--- src/rtl/awb_gain_ctrl.sv ---
// ============================================================================
// Module   : awb_gain_ctrl
// Purpose  : Auto-white-balance controller. Taps the Bayer stream feeding the
//            white-balance gain stage, accumulates per-channel sums over a
//            frame, and at frame end runs a sequential restoring divider to
//            derive red/blue gains relative to green (gain = G/2 * 128 / C,
//            Q1.7, saturated to 0xFF). New gains are held pending and applied
//            only on the next frameStart, so a frame is never gained
//            inconsistently.
// Revision : 1.0 - initial release
// ----------------------------------------------------------------------------
// Ports
//   clk          in   1   clock
//   rst_n        in   1   asynchronous reset, active-low
//   Din          in  16   {pixel[11:0], bayerId[3:0]}; bit1 blue, else bit2 red,
//                         else green
//   dataEn       in   1   Din valid this cycle
//   frameStart   in   1   pulse on first cycle of a frame
//   frameEnd     in   1   pulse on last cycle of a frame
//   awbEn        in   1   1 = automatic gains, 0 = manual gains
//   manRedGain   in   8   manual red gain
//   manGreGain   in   8   manual green gain
//   manBluGain   in   8   manual blue gain
//   redGain      out  8   applied red gain
//   greGain      out  8   applied green gain
//   bluGain      out  8   applied blue gain
//   busy         out  1   divider sequencer active
//   gainValid    out  1   one-cycle pulse when a new auto gain set is pending
// ============================================================================
`default_nettype none

module awb_gain_ctrl #(
    parameter int         SUM_W = 34,
    parameter logic [7:0] UNITY = 8'h80
) (
    input  logic        clk,
    input  logic        rst_n,
    input  logic [15:0] Din,
    input  logic        dataEn,
    input  logic        frameStart,
    input  logic        frameEnd,
    input  logic        awbEn,
    input  logic [7:0]  manRedGain,
    input  logic [7:0]  manGreGain,
    input  logic [7:0]  manBluGain,
    output logic [7:0]  redGain,
    output logic [7:0]  greGain,
    output logic [7:0]  bluGain,
    output logic        busy,
    output logic        gainValid
);

    // Divider datapath width: numerator gT*128 and divisor*256 both fit here.
    localparam int               c_DIV_W     = SUM_W + 8;
    localparam logic [SUM_W-1:0] c_SUM_MAX   = '1;
    localparam logic [3:0]       c_LAST_STEP = 4'd8;

    localparam logic [2:0] c_IDLE  = 3'd0;
    localparam logic [2:0] c_LATCH = 3'd1;
    localparam logic [2:0] c_DIV_R = 3'd2;
    localparam logic [2:0] c_DIV_B = 3'd3;
    localparam logic [2:0] c_DONE  = 3'd4;

    // ------------------------------------------------------------------
    // Site decode (index 0 = red, 1 = green, 2 = blue)
    // ------------------------------------------------------------------
    logic [11:0] w_pixel;
    logic [2:0]  w_site;
    logic        w_unused_din;

    assign w_pixel      = Din[15:4];
    assign w_unused_din = ^{Din[3], Din[0]};

    always_comb begin
        w_site = 3'b000;
        if (Din[1])      w_site[2] = 1'b1;
        else if (Din[2]) w_site[0] = 1'b1;
        else             w_site[1] = 1'b1;
    end

    // ------------------------------------------------------------------
    // Per-channel saturating accumulators
    // ------------------------------------------------------------------
    logic [2:0][SUM_W-1:0] w_sum;

    generate
        for (genvar g = 0; g < 3; g++) begin : g_acc
            logic [SUM_W-1:0] r_acc;
            logic [SUM_W:0]   w_add;
            logic [SUM_W-1:0] w_sat;

            assign w_add = {1'b0, r_acc} + {{(SUM_W-11){1'b0}}, w_pixel};
            assign w_sat = w_add[SUM_W] ? c_SUM_MAX : w_add[SUM_W-1:0];

            always_ff @(posedge clk or negedge rst_n) begin
                if (!rst_n) begin
                    r_acc <= '0;
                end else if (frameStart) begin
                    // Clear-then-add: a pixel on the frameStart cycle seeds the sum.
                    r_acc <= (dataEn && w_site[g]) ? {{(SUM_W-12){1'b0}}, w_pixel} : '0;
                end else if (dataEn && w_site[g]) begin
                    r_acc <= w_sat;
                end
            end

            assign w_sum[g] = r_acc;
        end
    endgenerate

    // ------------------------------------------------------------------
    // Divider sequencer
    // ------------------------------------------------------------------
    logic [2:0]         r_state;
    logic [3:0]         r_cnt;
    logic [SUM_W-1:0]   r_gT;
    logic [SUM_W-1:0]   r_dR;
    logic [SUM_W-1:0]   r_dB;
    logic [c_DIV_W-1:0] r_rem;
    logic [c_DIV_W-1:0] r_dsh;
    logic [7:0]         r_q;
    logic               r_hold;   // quotient forced (zero divisor / overflow)
    logic [7:0]         r_qR;

    logic [SUM_W-1:0]   w_div;
    logic [c_DIV_W-1:0] w_num;
    logic [c_DIV_W-1:0] w_dsh8;
    logic               w_ovf;
    logic               w_ge;
    logic [7:0]         w_q_step;

    // Red and blue share one datapath; only the divisor differs.
    assign w_div    = (r_state == c_DIV_R) ? r_dR : r_dB;
    assign w_num    = {1'b0, r_gT, 7'b0};
    assign w_dsh8   = {w_div, 8'b0};
    assign w_ovf    = (w_num >= w_dsh8);
    assign w_ge     = (r_rem >= r_dsh);
    assign w_q_step = r_hold ? r_q : {r_q[6:0], w_ge};

    always_ff @(posedge clk or negedge rst_n) begin
        if (!rst_n) begin
            r_state <= c_IDLE;
            r_cnt   <= '0;
            r_gT    <= '0;
            r_dR    <= '0;
            r_dB    <= '0;
            r_rem   <= '0;
            r_dsh   <= '0;
            r_q     <= '0;
            r_hold  <= 1'b0;
            r_qR    <= '0;
        end else begin
            case (r_state)
                c_IDLE: begin
                    if (frameEnd && awbEn) r_state <= c_LATCH;
                end
                c_LATCH: begin
                    // Sums already include any pixel coincident with frameEnd.
                    r_gT    <= w_sum[1] >> 1;
                    r_dR    <= w_sum[0];
                    r_dB    <= w_sum[2];
                    r_cnt   <= '0;
                    r_state <= c_DIV_R;
                end
                c_DIV_R, c_DIV_B: begin
                    if (r_cnt == 4'd0) begin
                        // Range check: a quotient >= 256 saturates; a zero
                        // divisor yields unity. Both bypass the bit steps.
                        r_rem <= w_num;
                        r_dsh <= {1'b0, w_div, 7'b0};
                        if (w_div == '0) begin
                            r_q    <= UNITY;
                            r_hold <= 1'b1;
                        end else if (w_ovf) begin
                            r_q    <= 8'hFF;
                            r_hold <= 1'b1;
                        end else begin
                            r_q    <= 8'h00;
                            r_hold <= 1'b0;
                        end
                    end else begin
                        // Restoring step, quotient bits MSB first.
                        if (w_ge && !r_hold) r_rem <= r_rem - r_dsh;
                        r_dsh <= r_dsh >> 1;
                        r_q   <= w_q_step;
                    end

                    if (r_cnt == c_LAST_STEP) begin
                        r_cnt <= '0;
                        if (r_state == c_DIV_R) begin
                            r_qR    <= w_q_step;
                            r_state <= c_DIV_B;
                        end else begin
                            r_state <= c_DONE;
                        end
                    end else begin
                        r_cnt <= r_cnt + 4'd1;
                    end
                end
                c_DONE: begin
                    r_state <= c_IDLE;
                end
                default: begin
                    r_state <= c_IDLE;
                end
            endcase
        end
    end

    // ------------------------------------------------------------------
    // Pending gains and frame-synchronous application
    // ------------------------------------------------------------------
    logic [7:0] r_pend_r;
    logic [7:0] r_pend_g;
    logic [7:0] r_pend_b;
    logic       r_pend_flag;
    logic [7:0] r_red_gain;
    logic [7:0] r_gre_gain;
    logic [7:0] r_blu_gain;

    always_ff @(posedge clk or negedge rst_n) begin
        if (!rst_n) begin
            r_pend_r    <= UNITY;
            r_pend_g    <= UNITY;
            r_pend_b    <= UNITY;
            r_pend_flag <= 1'b0;
            r_red_gain  <= UNITY;
            r_gre_gain  <= UNITY;
            r_blu_gain  <= UNITY;
        end else begin
            if (frameStart) begin
                if (!awbEn) begin
                    r_red_gain <= manRedGain;
                    r_gre_gain <= manGreGain;
                    r_blu_gain <= manBluGain;
                end else if (r_pend_flag) begin
                    r_red_gain  <= r_pend_r;
                    r_gre_gain  <= r_pend_g;
                    r_blu_gain  <= r_pend_b;
                    r_pend_flag <= 1'b0;
                end
            end
            // Placed after the apply so a fresh result is never lost and
            // never applied on the same frameStart it coincides with.
            if (r_state == c_DONE) begin
                r_pend_r    <= r_qR;
                r_pend_g    <= UNITY;
                r_pend_b    <= r_q;
                r_pend_flag <= 1'b1;
            end
        end
    end

    assign redGain   = r_red_gain;
    assign greGain   = r_gre_gain;
    assign bluGain   = r_blu_gain;
    assign busy      = (r_state != c_IDLE);
    assign gainValid = (r_state == c_DONE);

endmodule

`default_nettype wire

--- config.mk ---
export PLATFORM = sky130hd
export DESIGN_NAME = awb_gain_ctrl
export DESIGN_NICKNAME = d
export VERILOG_FILES = /design/src/rtl/awb_gain_ctrl.sv
export SDC_FILE = /design/constraint.sdc
export NUM_CORES = 1
export LEC_CHECK = 0
export ABC_AREA = 1
export BUFFER_PORTS_ARGS = -buffer_cell sky130_fd_sc_hd__buf_2
export CAP_MARGIN = 30
export CORE_MARGIN = 2
export CORE_UTILIZATION = 33
export DETAILED_ROUTE_END_ITERATION = 6
export PLACE_DENSITY_LB_ADDON = 0.05
export SYNTH_ARGS = -nofsm -noshare
export SYNTH_HDL_FRONTEND = slang
export SYNTH_SLANG_ARGS = --single-unit
--- constraint.sdc ---
create_clock -name clk -period 2.3 [get_ports clk]
set_input_delay 0.345 -clock clk [delete_from_list [all_inputs] [get_ports clk]]
set_output_delay 0.345 -clock clk [all_outputs]
set_load 0.005 [all_outputs]
Yosys cells after proc, flatten, opt, wreduce, memory -nomap -nowiden. Index checks and enable logic that the tools add are counted.

Eq/ne operators: 8. Reductions and logical operators: 24. Bitwise gates (word level): 0. Multiply operators: 0. Shifts and indexed selects: 0. Add/subtract/negate cells: 5. Div/mod/pow operators: 0. $lt $le $gt $ge: 2. Muxes and demuxes: 41.

Operators with widths (count): two-way mux 34 bit (10); adder 34 x 12 -> 35 bit (3); two-way mux 42 bit (2); two-way mux 8 bit (10); greater-or-equal comparator 40 x 42 -> 1 bit (1); greater-or-equal comparator 42 bit (1); subtractor 42 bit (1); two-way mux 41 bit (1); two-way mux 12 bit (3); logical NOT 34 bit (1); nonzero test 2 bit (7); AND reduction 2 bit (5); two-way mux 3 bit (3); one-hot mux 3 bit (3 select lines) (1); two-way mux 1 bit (8); one-hot mux 4 bit (2 select lines) (1); equality test 3 x 2 -> 1 bit, second input constant (2); logical AND 1 bit (5); adder 4 x 1 -> 4 bit, second input constant (1); equality test 4 bit, second input constant (1); logical NOT 4 bit (1); two-way mux 4 bit (1); inequality test 2 bit, second input constant (2); equality test 3 x 1 -> 1 bit, second input constant (1); other kinds (8) (8).

Output and inout bits: 26. ROM bits: 0. Memories: 0. Latch bits: 0. Memory bits (writable): 0. Word-level logic and storage cells: 99. Flip-flop bits (word level): 352. Bits of input ports: 46.

Depth between registers and ports, before layout.
Depth after elaboration: 6. Mapped depth: 22.

Least setup slack after synthesis. No wires, ideal clock.

Kind: register -> register. Start: register r_state[0]. End: register r_q[1]. Cell stages (with the launch flop): 18. Required time: 2176 ps. Data arrival time: 2254 ps. Slack: -78 ps. Cell sequence: dfrtp_1 > nor2_4 > nand2_4 > buf_2 > nand2_1 > o21ai_2 > ha_1 > nand2_1 > inv_1 > nand2_1 > nand3_1 > a21oi_1 > nor2_1 > nor2_1 > nand2_1 > nor2_1 > nor2_2 > or2_1.

Word-level cells in the longest chain between the ends: 6.

RTL lines: from (decl) (RTL line 113) `logic [2:0] r_state;`; from (signal assigned) (RTL line 141) `r_state <= c_IDLE;`; from (signal assigned) (RTL line 154) `if (frameEnd && awbEn) r_state <= c_LATCH;`; from (signal assigned) (RTL line 162) `r_state <= c_DIV_R;`; equality test 3 x 2 -> 1 bit (RTL line 132, 152); two-way mux 34 bit (RTL line 132) `assign w_div = (r_state == c_DIV_R) ? r_dR : r_dB;`; greater-or-equal comparator 40 x 42 -> 1 bit (RTL line 135) `assign w_ovf = (w_num >= w_dsh8);`; two-way mux 8 bit (RTL line 173) `end else if (w_ovf) begin`; two-way mux 8 bit (RTL line 170) `if (w_div == '0) begin`; two-way mux 8 bit (RTL line 165) `if (r_cnt == 4'd0) begin`; to (signal assigned) (RTL line 184) `r_q <= w_q_step;`; to (decl) (RTL line 120) `logic [7:0] r_q;`.

Parallel ways exist; a longest one is shown, timed or not. A chain may end at the register's enable or synchronous reset.

Worst setup path after layout.
Start: register r_state[2]. End: register r_q[4].

The elaborated chain is that of the path after synthesis.

==> results.py <==
metrics = {
    "synth": {
        "synth_area_um2": 23200,
        "synth_edf_count": 0,
        "ys_seq_area_share_pct": 37.8,
        "ys_warn_count": 0,
        "ys_seq_elements": 351,
        "postSynthAreaPerCell_um2": 6.80,
        "yosys.area.top_type_share_pct": 37.2,
        "synth_nets": 3580,
        "synth_flop_cell": "dfrtp_1",
        "synthCells": 3419,
        "synthTopCellsByArea": "dfrtp_1 37%, nand2_1 21%, inv_1 6.4%, ha_1 6.0%, o21ai_0 5.8%",
        "synth_cell_types": 48,
        "async_flop_share_pct": 100,
        "synth_top_area_cell": "dfrtp_1",
    },
    "place": {
        "io_buffers": 69,
        "place_inst": 4796,
        "post-dp-hpwl_um": 73400,
        "place.gp.congestion": 0.945,
    },
    "critical_path": {
        "endpoint_kind": "flop",
        "cp_slowest_cell": "dfrtp_1",
        "critPathTopFamily": "simple AND/OR/NAND/NOR gates",
        "cp.arrival_ns": 3.05,
        "critical_path_class": "flop to flop",
        "cp.required_ns": 2.76,
        "r2r_setup_slack_ns": -0.28,
        "worstPathMaxFanout": 20,
        "worst_r2r_endpoint": "r_q[4]",
        "critPathMaxStageDelay_ns": 0.41,
        "cpMostUsedCell": "nor2_4",
        "r2r_cells": 15,
        "r2r_start": "r_state[2]",
        "cp-start-kind": "flop",
        "path_cells": "nor2_4 > nand2_4 > buf_12 > buf_4 > o21ai_2 > ha_4 > a21oi_1 > o21ai_0 > a21oi_1 > nand2_1 > nand2_1 > nand2_2 > nor2_4 > nor2_4 > or2_1",
        "crit_buf_inv": 2,
    },
    "timing": {
        "rsz0062_at_grt": "true",
        "finClkSkew_ns": 0.0238,
        "worstMarginPinSlew_ns": 0.762,
        "hold_viol_final": 0,
        "max_freq_mhz": 387,
        "setup_ws_ns": -0.283,
        "fin_setup_tns_ns": -2.34,
        "max_slew_margin_pct": 49.2,
        "finalCritPeriodShare_pct": 112,
        "fin_crit_ns": 2.58,
        "slew_violations": 0,
        "finalSetupViolations": 9,
    },
    "die": {
        "dieHeight_um": 269,
        "design.die.area_um2": 72600,
        "coreArea_um2": 69900,
        "start_util_pct": 33.3,
        "die_x_um": 269,
        "ios": 72,
        "rows": 97,
    },
    "clocking": {
        "clockBufferDepth": 3,
        "htree_levels": 2,
        "clock_latency_ns": 0.60,
        "cts_tree": "yes",
        "clk_pin_slew_ns": 0.06,
        "numClockSinks": 351,
        "cts_setup_buffers": 0,
        "cts-root-buf": "clkbuf_16",
        "cts_inserted_buffers": 45,
    },
    "job": {
        "cap_violations": 0,
    },
    "route": {
        "wirelength_um": 92200,
        "antenna_left": 0,
        "drt-initial-drc-count": 1636,
        "dr.pass1.iters": 5,
        "route.detailed.drc": 0,
        "vias": 23700,
        "via_per_inst": 4.86,
        "routedWlPerCell_um": 18.9,
    },
    "finish": {
        "post-route-util_pct": 43.5,
        "instances_no_fill": 4885,
        "drive_above_1_share_pct": 20.7,
        "nets": 4073,
        "fillers": 7357,
        "syn2layout_area_growth_pct": 30.8,
        "n_antenna_cell": 0,
    },
    "global_routing": {
        "grt_pass1_vias": 23600,
        "antenna_found_initial": 0,
        "gr-total-overflow": 0,
        "track_usage_pct": 25.3,
        "grt_pass1_wl_um": 142000,
        "grt_max_degree": 111,
    },
    "hold_path": {
        "holdPathEnd": "redGain[3]",
        "hp-class": "primary input to flop",
        "min-delay-start": "manRedGain[3]",
        "whs_path_depth": 3,
    },
    "power_and_ir_drop": {
        "peakVddDrop_v": 0.000663,
        "pwr_density_cell_nw_per_um2": 1240,
        "power.total_uw": 37900,
        "cellLeakagePower_uw": 0.0158,
    },
    "status": {
        "violations": "setup timing",
        "status": "finished with violations",
    },
}
==> where the power goes <==
part	total, µW	internal (µW)	switching, µW
sequential	8100	7380	724
combinational	22700	9260	13500
clock	7020	4030	2990
total	37900	20700	17200
==> synthesized netlist by cell type, types with 5 or more instances <==
library cell / number
nand3b_1: 12
dfrtp_1: 346
o221ai_1: 33
nand3_1: 211
dfstp_2: 5
nand2_1: 1287
inv_1: 394
xnor2_1: 19
o21bai_1: 8
or2_1: 6
ha_1: 111
a21o_1: 6
o22ai_1: 9
a22o_1: 7
xor2_1: 51
a21oi_1: 127
nor2_2: 6
nor2_1: 249
o21ai_2: 20
clkbuf_1: 82
o21ai_0: 270
buf_1: 7
inv_2: 5
buf_2: 12
nor3_1: 44
nand4_1: 40
==> cells by family after synthesis <==
| group | count (synthesis) | synth area share, % |
|---|---|---|
| AO/OA/AOI/OAI | 493 | 11.9 |
| XOR/XNOR | 70 | 2.64 |
| adder cells (fa/ha/maj) | 115 | 6.32 |
| buffers and inverters | 510 | 8.48 |
| flip-flops | 351 | 37.8 |
| AND/OR/NAND/NOR | 1880 | 32.9 |
==> metrics by stage <==
stage          hold WS [ns]  instance area (µm²)  setup slack, ns
6_report             0.0555                30400           -0.283
5_1_grt              0.0636                30400           -0.410
4_1_cts              0.0295                29900           -0.243
3_5_place_dp          0.317                28200           -0.328
3_3_place_gp          0.318                28200           -0.273
2_1_floorplan        0.0494                23300          -0.0103
==> cell type report <==
cell class              count  area (µm²)  share of cell area [%]
multi-input cells        2558       13200                    43.5
flip-flops and latches    351        8790                    28.9
repair buffers            555        4280                    14.1
inverters                 401        1510                    4.95
clock buffers              58        1230                    4.06
well taps                 940        1180                    3.87
clock inverters            22         198                   0.650
==> state kept, by name, indices dropped and copies added, names as in the netlist, 4 cells and up <==
register	cells
g_acc.r_acc	102
r_rem	42
r_dsh	41
r_dB	34
r_dR	34
r_gT	33
bluGain	8
greGain	8
r_pend_b	8
r_pend_r	8
r_qR	8
r_q	8
redGain	8
r_cnt	4
==> layout by cell type, fill, tap and decap left out, types with 18 or more instances in the layout <==
| master | n |
|---|---|
| a21oi_1 | 99 |
| nand4_1 | 40 |
| nand2_2 | 47 |
| dfrtp_1 | 345 |
| ha_4 | 19 |
| nor2_1 | 227 |
| xor2_1 | 51 |
| buf_2 | 68 |
| buf_4 | 455 |
| clkbuf_16 | 45 |
| a21oi_2 | 28 |
| nor3_1 | 38 |
| inv_1 | 389 |
| xnor2_1 | 18 |
| nand3_1 | 197 |
| ha_1 | 88 |
| nor2_2 | 23 |
| o21ai_2 | 19 |
| o21ai_0 | 259 |
| o221ai_1 | 33 |
| nand2_1 | 1240 |
| buf_12 | 19 |
==> how the worst max path moves through the flow <==
stage          startpoint     end  cells after the start
2_1_floorplan  r_state[2]  r_q[1]                     16
3_3_place_gp   r_state[2]  r_q[4]                     16
3_5_place_dp   r_state[2]  r_q[4]                     15
4_1_cts        r_state[2]  r_q[4]                     17
5_1_grt        r_state[2]  r_q[0]                     17
6_report       r_state[2]  r_q[4]                     15
==> worst reg2reg max path, stage by stage, from the launching register on <==
cell and delay (ns):
dfrtp_1 0.41, nor2_4 0.15, nand2_4 0.11, buf_12 0.18, buf_4 0.15, o21ai_2 0.19
ha_4 0.24, a21oi_1 0.10, o21ai_0 0.10, a21oi_1 0.14, nand2_1 0.08, nand2_1 0.08
nand2_2 0.07, nor2_4 0.16, nor2_4 0.09, or2_1 0.21
==> routing by layer <==
layer | GRT usage [%] | vias up | wire (µm)
met2 | 42.5 | 448 | 43300
met4 | 9.82 | 0 | 3910
met3 | 2.97 | 121 | 3580
met5 | 0 | - | 0
li1 | - | 11900 | -
met1 | 33.2 | 11200 | 41500
==> timing repair <==
| action | CTS | global route |
|---|---|---|
| resized for setup | 46 | 121 |
| pin swaps | 2 | 2 |
| endpoints found under the setup margin | 56 | 171 |
| gates cloned | 0 | 0 |
| hold buffers | 9 | 0 |
| hold endpoints to repair | 47 | 0 |
Power figures use the tool's default switching activity.
